### src/rtl/syn_cfg_chain_ctrl.sv
// -----------------------------------------------------------------------------
// syn_cfg_chain_ctrl
//
// Sequences the synapse configuration daisy chain. Host words arrive over a
// valid/ready handshake. Each word is presented on cfg_data_out, and then one
// rising edge of the slow chain clock cfg_data_clk shifts it into the chain
// head. After CHAIN_LEN = NUM_SYN*STAGES_PER_SYN words the first word
// accepted sits in the tail stage, which is the last synapse's output stage.
//
// Optional feature (macro CFG_READBACK_EN):
//   read_start performs a non-destructive readback. The chain tail is fed
//   back into the head for CHAIN_LEN shifts. Each tail word is reported on
//   rd_data/rd_valid, so the words come out in the original host load order.
//   Without the macro, read_start is ignored and rd_data/rd_valid are 0.
//
// Ports:
//   clk          system clock
//   reset        asynchronous active-low reset
//   load_start   pulse, begin a load pass (IDLE only; wins over read_start)
//   read_start   pulse, begin a readback pass (feature only, IDLE only)
//   host_data    word to shift in
//   host_valid   host_data valid
//   host_ready   controller accepts host_data this cycle (WAIT_WORD)
//   cfg_data_clk chain shift clock (registered, 50% duty within a word)
//   cfg_data_out word driven into the chain head
//   cfg_data_ret word from the chain tail
//   rd_data      readback word
//   rd_valid     rd_data valid, one-cycle pulse
//   busy         pass in progress
//   done         one-cycle pulse at the end of a pass
// -----------------------------------------------------------------------------
module syn_cfg_chain_ctrl #(
  parameter int WORD_LENGTH    = 16,
  parameter int NUM_SYN        = 8,
  parameter int STAGES_PER_SYN = 4,
  parameter int CLK_HALF       = 2
) (
  input  logic                   clk,
  input  logic                   reset,
  input  logic                   load_start,
  input  logic                   read_start,
  input  logic [WORD_LENGTH-1:0] host_data,
  input  logic                   host_valid,
  output logic                   host_ready,
  output logic                   cfg_data_clk,
  output logic [WORD_LENGTH-1:0] cfg_data_out,
  input  logic [WORD_LENGTH-1:0] cfg_data_ret,
  output logic [WORD_LENGTH-1:0] rd_data,
  output logic                   rd_valid,
  output logic                   busy,
  output logic                   done
);

  localparam int CHAIN_LEN = NUM_SYN * STAGES_PER_SYN;
  localparam int CNT_W     = $clog2(CHAIN_LEN + 1);
  localparam int HALF_W    = (CLK_HALF > 1) ? $clog2(CLK_HALF) : 1;

  typedef enum logic [2:0] {
    IDLE,
    WAIT_WORD,
    PHASE_LO,
    PHASE_HI,
    FINISH
  } state_t;

  state_t                 state_reg, state_next;
  logic [CNT_W-1:0]       word_cnt_reg, word_cnt_next;
  logic [HALF_W-1:0]      half_cnt_reg, half_cnt_next;
  logic                   read_mode_reg, read_mode_next;
  logic [WORD_LENGTH-1:0] data_out_reg, data_out_next;
  logic                   cfg_clk_reg;
  logic                   sample_ret;
  logic                   half_last;
  logic                   word_last;

  assign half_last = (half_cnt_reg == HALF_W'(CLK_HALF - 1));
  // The increment on PHASE_HI exit reaches CHAIN_LEN exactly when this is set.
  assign word_last = (word_cnt_reg == CNT_W'(CHAIN_LEN - 1));

  always_comb begin
    state_next     = state_reg;
    word_cnt_next  = word_cnt_reg;
    half_cnt_next  = half_cnt_reg;
    read_mode_next = read_mode_reg;
    sample_ret     = 1'b0;

    case (state_reg)
      IDLE: begin
        half_cnt_next = '0;
        if (load_start) begin
          state_next     = WAIT_WORD;
          word_cnt_next  = '0;
          read_mode_next = 1'b0;
`ifdef CFG_READBACK_EN
        end else if (read_start) begin
          state_next     = PHASE_LO;
          word_cnt_next  = '0;
          read_mode_next = 1'b1;
          sample_ret     = 1'b1;
`endif
        end
      end

      WAIT_WORD: begin
        // host_ready is 1 in this state, so valid alone completes a transfer.
        if (host_valid) begin
          state_next    = PHASE_LO;
          half_cnt_next = '0;
        end
      end

      PHASE_LO: begin
        if (half_last) begin
          state_next    = PHASE_HI;
          half_cnt_next = '0;
        end else begin
          half_cnt_next = half_cnt_reg + HALF_W'(1);
        end
      end

      PHASE_HI: begin
        if (half_last) begin
          half_cnt_next = '0;
          word_cnt_next = word_cnt_reg + CNT_W'(1);
          if (word_last) begin
            state_next = FINISH;
          end else if (read_mode_reg) begin
            state_next = PHASE_LO;
            sample_ret = 1'b1;
          end else begin
            state_next = WAIT_WORD;
          end
        end else begin
          half_cnt_next = half_cnt_reg + HALF_W'(1);
        end
      end

      FINISH: begin
        state_next = IDLE;
      end

      default: begin
        state_next = IDLE;
      end
    endcase
  end

  // Head data: a host word on acceptance, or the recirculated tail word during
  // readback. The tail only moves on a rising chain edge, so a sample taken on
  // entry to PHASE_LO is the same word seen in the last PHASE_LO cycle. It also
  // gives the head a full CLK_HALF of setup before the next rising edge.
  always_comb begin
    data_out_next = data_out_reg;
    if (state_reg == WAIT_WORD && host_valid) begin
      data_out_next = host_data;
    end else if (sample_ret) begin
      data_out_next = cfg_data_ret;
    end
  end

  always_ff @(posedge clk or negedge reset) begin
    if (!reset) begin
      state_reg     <= IDLE;
      word_cnt_reg  <= '0;
      half_cnt_reg  <= '0;
      read_mode_reg <= 1'b0;
      data_out_reg  <= '0;
      cfg_clk_reg   <= 1'b0;
    end else begin
      state_reg     <= state_next;
      word_cnt_reg  <= word_cnt_next;
      half_cnt_reg  <= half_cnt_next;
      read_mode_reg <= read_mode_next;
      data_out_reg  <= data_out_next;
      // Registered from next state: the rising edge coincides with PHASE_HI entry.
      cfg_clk_reg   <= (state_next == PHASE_HI);
    end
  end

  assign host_ready   = (state_reg == WAIT_WORD);
  assign busy         = (state_reg != IDLE);
  assign done         = (state_reg == FINISH);
  assign cfg_data_clk = cfg_clk_reg;
  assign cfg_data_out = data_out_reg;

`ifdef CFG_READBACK_EN
  logic [WORD_LENGTH-1:0] rd_data_reg;
  logic                   rd_valid_reg;

  always_ff @(posedge clk or negedge reset) begin
    if (!reset) begin
      rd_data_reg  <= '0;
      rd_valid_reg <= 1'b0;
    end else begin
      rd_valid_reg <= sample_ret;
      if (sample_ret) begin
        rd_data_reg <= cfg_data_ret;
      end
    end
  end

  assign rd_data  = rd_data_reg;
  assign rd_valid = rd_valid_reg;
`else
  // Readback inputs have no function in this build.
  logic unused_readback;
  assign unused_readback = ^{read_start, sample_ret};
  assign rd_data  = '0;
  assign rd_valid = 1'b0;
`endif

endmodule

### config.mk
export PLATFORM = sky130hd
export DESIGN_NAME = syn_cfg_chain_ctrl
export DESIGN_NICKNAME = d
export VERILOG_FILES = /design/src/rtl/syn_cfg_chain_ctrl.sv
export SDC_FILE = /design/constraint.sdc
export NUM_CORES = 1
export LEC_CHECK = 0
export CAP_MARGIN = 5
export CORE_MARGIN = 10
export CORE_UTILIZATION = 42
export DETAILED_ROUTE_END_ITERATION = 7
export GPL_TIMING_DRIVEN = 0
export PLACE_DENSITY = 0.88
export REMOVE_ABC_BUFFERS = 1
export SKIP_LAST_GASP = 1
export SLEW_MARGIN = 10
export SYNTH_ARGS = -nofsm -noshare
export SYNTH_HDL_FRONTEND = slang
export SYNTH_SLANG_ARGS = --single-unit
### constraint.sdc
create_clock -name clk -period 5 [get_ports clk]
set_input_delay 0.75 -clock clk [delete_from_list [all_inputs] [get_ports clk]]
set_output_delay 0.75 -clock clk [all_outputs]
set_load 0.02 [all_outputs]
* Word-level counts from Yosys, hierarchy flattened *
Cells that the tools add are included.

word-level totals
  word-level logic and storage cells = 37
  output and inout port bits = 37
  input bits = 37
  register bits = 27

operators by class
  add/subtract/negate cells = 2
  muxes and demuxes = 13
  reduce and logical (&&, ||, !) cells = 8
  equality and inequality tests = 9

operators with widths
  cell                                           number
  two-way mux 16 bit                             1
  two-way mux 3 bit                              5
  two-way mux 6 bit                              2
  one-hot mux 3 bit (4 select lines)             1
  one-hot mux 6 bit (2 select lines)             1
  == test 3 x 2 -> 1 bit, second input constant  3
  adder 6 x 1 -> 6 bit, second input constant    1
  == test 6 x 5 -> 1 bit, second input constant  1
  inequality test 2 bit, second input constant   3
  nonzero test 3 bit                             2
  == test 3 x 1 -> 1 bit, second input constant  1
  == test 3 bit, second input constant           1
  logical NOT 3 bit                              1
  one-hot mux 1 bit (3 select lines)             1
  AND reduction 3 bit                            1
  two-way mux 1 bit                              2
  AND reduction 2 bit                            1
  nonzero test 2 bit                             1
  OR reduction 2 bit                             1
  adder 1 bit, second input constant             1
  logical AND 1 bit                              1

* Longest topological paths before layout *
  depth in word-level cells = 5
  mapped depth = 5
  depth with buffers taken out = 4

* Worst setup path before layout *
Ideal clock, no wire load.

  kind = register to output
  start = register state_reg[0]
  end = output port host_ready
  stages on the path, launching flop included = 4
  arrival = 1,298 ps
  data required time = 4,250 ps
  slack = 2,952 ps
  buffers on the path = 2
  cell sequence = dfrtp_1 -> buf_2 -> clkbuf_1 -> nor3b_1

between the ends
  word-level cells in the longest chain between the ends = 1

ends and longest elaborated chain
  item                      RTL line  RTL
  start: declaration        66        state_t state_reg, state_next;
  start signal: assignment  170       state_reg <= state_next;
  == test 3 x 1 -> 1 bit    180       assign host_ready = (state_reg == WAIT_WORD);
  end: declaration          44        output logic host_ready,

No other way between the ends.

* Final worst setup path *
Ends and elaborated chain as after synthesis.

==> flow_summary.toml <==
[run_status]
status = "finished, final reports clean"

[setup_path]
path_delay_family = "flip-flops"
startpoint_type = "flop"
critPathArrivalTime_ns = 1.87
cp-end-kind = "output port"
path_cells = "nor3b_1, clkdlybuf4s50_1"
criticalPathCategory = "flop to output port"
r2r_setup_slack_ns = 2.79
crit_required_ns = 4.25
cpPeakStageDelay_ns = 0.67
cp_slowest_cell = "dfrtp_1"
path_max_fanout = 17
crit_buf_inv = 1

[synth]
ys_ff_latch = 27
synth_cell_types = 35
syn_avg_cell_area_um2 = 11.5
synth-seq-area-share_pct = 49.1
netlist_area_um2 = 1380
synthCells = 120
synth-warning-count = 0

[final_layout]
nFillCells = 262
fin_nets = 193
drive_gt1_share_pct = 15.6
layout_commonest_cell = "clkdlybuf4s50_1"
finalNonFillerCells = 198
synthToLayoutAreaGrowth_pct = 25.5
n_antenna_cell = 0
final_cell_mix = "clkdlybuf4s50_1 (38), dfrtp_1 (27), conb_1 (17), mux2_2 (16), nand2_1 (10)"
largest_reg_flops = 16

[global_routing]
grt.met1_usage_pct = 12.0
grt_overflow = 0
antenna_found_initial = 0
grt_usage_pct = 9.60
met3_usage_pct = 4.78
first_global_vias = 948
grt_pass1_wl_mm = 4.75
grt-busiest-layer = "met2"
use_met2_pct = 13.6
grt_start_max_net_pins = 28

[power_and_ir_drop]
peakVddDrop_mv = 0.163
swShare_pct = 38.6
total_power_mw = 0.965
powerDensity_nw_per_um2 = 559
pwr-share-clk_pct = 9.1
leakage_nw = 0.737
power_frac_seq_pct = 41.0
internal_power_mw = 0.592
pwr-share-comb_pct = 49.9
p_switching_mw = 0.373

[timing]
rsz0062_at_grt = "no"
totalNegativeSetupSlack_ns = 0
slew_headroom_pct = 25.0
hold_viol_final = 0
finalSetupViolCount = 0
setup_ws_ns = 2.38
post-route-min-period_ns = 2.62
fin_worst_skew_ns = 0.00238
slew_viol_final = 0
worst-slew-pin-transition_ns = 1.12
max_freq_mhz = 381
min_period_over_period_pct = 52.4

[worst_hold_path]
worstHoldPathType = "primary input to asynchronous set/reset pin"

[routing]
avgViaCountPerCell = 4.85
routed_wl_mm = 2.96
avgRoutedWirePerCell_um = 14.9
drtPass1Iterations = 4
route.detailed.drc = 0
drtIter0Drc = 89
ant_nets = 0
num_vias = 961

[cts]
cts_htree_levels = 1
hold_buffers = 0
post_cts_buffers = 0
cts_buffers = 3
cts_sinks = 27
cts_resized = 0
cts_tree = "built"
clkLatencyLatePin_ns = 0.31
clkTransAtPathRegs_ns = 0.13
clock_path_buffers = 2
cts_root_buf = "clkbuf_4"

[placed_design]
finalWeightedCongestion = 0.803
port_buffers = 39
dp_worst_setup_slack_ns = 2.22
hpwl_mm = 2.36
dp.cells = 194

[floorplan]
io_pins = 74
initial_core_util_pct = 44.4
core_area_um2 = 3100
die_h_um = 77.2
die_x_um = 77.2
die_area_um2 = 5970
fp-row-count = 20

[run]
cap_violations = 0
## Yosys cell counts
| cell type | instances | area share [%] |
|---|---|---|
| dfrtp_1 | 27 | 49 |
| buf_4 | 17 | 9.3 |
| mux2_2 | 16 | 13 |
| nand2_1 | 10 | 2.7 |
| nand3_1 | 6 | 2.2 |
| buf_2 | 3 | 1.1 |
| clkbuf_1 | 3 | 0.82 |
| nor3b_1 | 3 | 1.6 |
| nor4b_1 | 3 | 1.9 |
| o21ai_0 | 3 | 1.1 |
| a21oi_1 | 2 | 0.73 |
| buf_6 | 2 | 1.6 |
| mux2i_1 | 2 | 1.5 |
| nand2b_1 | 2 | 0.91 |
| a2111o_1 | 1 | 0.82 |
| a211oi_2 | 1 | 0.91 |
| a21o_1 | 1 | 0.55 |
| and4b_1 | 1 | 0.73 |
| conb_1 | 1 | 0.27 |
| ha_1 | 1 | 0.91 |
| inv_1 | 1 | 0.27 |
| nand3b_1 | 1 | 0.55 |
| nand4_1 | 1 | 0.45 |
| nand4b_1 | 1 | 0.64 |
| nor2_1 | 1 | 0.27 |
| nor3_2 | 1 | 0.73 |
| nor4_1 | 1 | 0.45 |
| o211ai_1 | 1 | 0.55 |
| o21bai_1 | 1 | 0.55 |
| o32ai_1 | 1 | 0.64 |
| or2_2 | 1 | 0.45 |
| or3_1 | 1 | 0.45 |
| or4_1 | 1 | 0.55 |
| or4b_4 | 1 | 1.0 |
| xnor2_1 | 1 | 0.64 |
## per-stage QoR
stage          utilization, %  hold slack, ns  cell area, um^2
2_1_floorplan               -           0.444             1260
3_3_place_gp             55.0           0.464             1710
4_1_cts                  55.8           0.513             1730
3_5_place_dp             55.0           0.488             1710
5_1_grt                  55.6           0.425             1730
6_report                 55.6           0.413             1730
## worst reg2reg max path: stages, from the launching register on
cell and delay (ns):
dfrtp_1 0.67, nand2_1 0.15, nor3_2 0.87, mux2_2 0.43
## cell type report
class / count / area, um^2 / share of cell area, %
multi-input combinational: 83 / 581 / 33.6
timing repair buffer: 39 / 385 / 22.3
sequential: 27 / 676 / 39.1
tap: 44 / 55.1 / 3.19
clock buffer: 4 / 26.3 / 1.52
inverter: 1 / 3.75 / 0.217
## power groups by stage
stage	Combinational [mW]	Sequential, mW	Clock [mW]
2_1_floorplan	0.187	0.472	0
3_3_place_gp	0.475	0.388	0
3_5_place_dp	0.486	0.401	0
4_1_cts	0.488	0.395	0.0933
5_1_grt	0.514	0.409	0.105
6_report	0.481	0.396	0.0880
## routing by layer
layer,wire (um),vias to the layer above
met5,0,-
met2,1180,63
met1,1420,440
li1,-,454
met3,321,4
met4,33,0
## worst paths after layout
check | start | end | cells after the start
max | state_reg[0]$_DFF_PN0_ | host_ready | 2
min | reset | cfg_data_out[15]$_DFFE_PN0P_ | 1
max reg2reg | state_reg[0]$_DFF_PN0_ | cfg_data_out[14]$_DFFE_PN0P_ | 3
min reg2reg | word_cnt_reg[5]$_DFFE_PN0P_ | state_reg[2]$_DFF_PN0_ | 1
max in group asynchronous | reset | cfg_data_out[4]$_DFFE_PN0P_ | 1
min in group clk | word_cnt_reg[5]$_DFFE_PN0P_ | state_reg[2]$_DFF_PN0_ | 1
## kinds of logic (layout without fill, tap and decap cells)
kind of cell             after synthesis  in the layout  share of synthesized area, %
flip-flops                            27             27                          49.1
buffers and inverters                 26             44                          13.1
multiplexers                          18             18                          14.5
AND/OR/NAND/NOR                       35             35                          15.6
other                                  1             17                         0.272
AO/OA/AOI/OAI                         11             11                          5.82
XOR/XNOR                               1              1                         0.636
adder cells (fa/ha/maj)                1              1                         0.909
No activity file was read; power rests on OpenSTA's default activity.
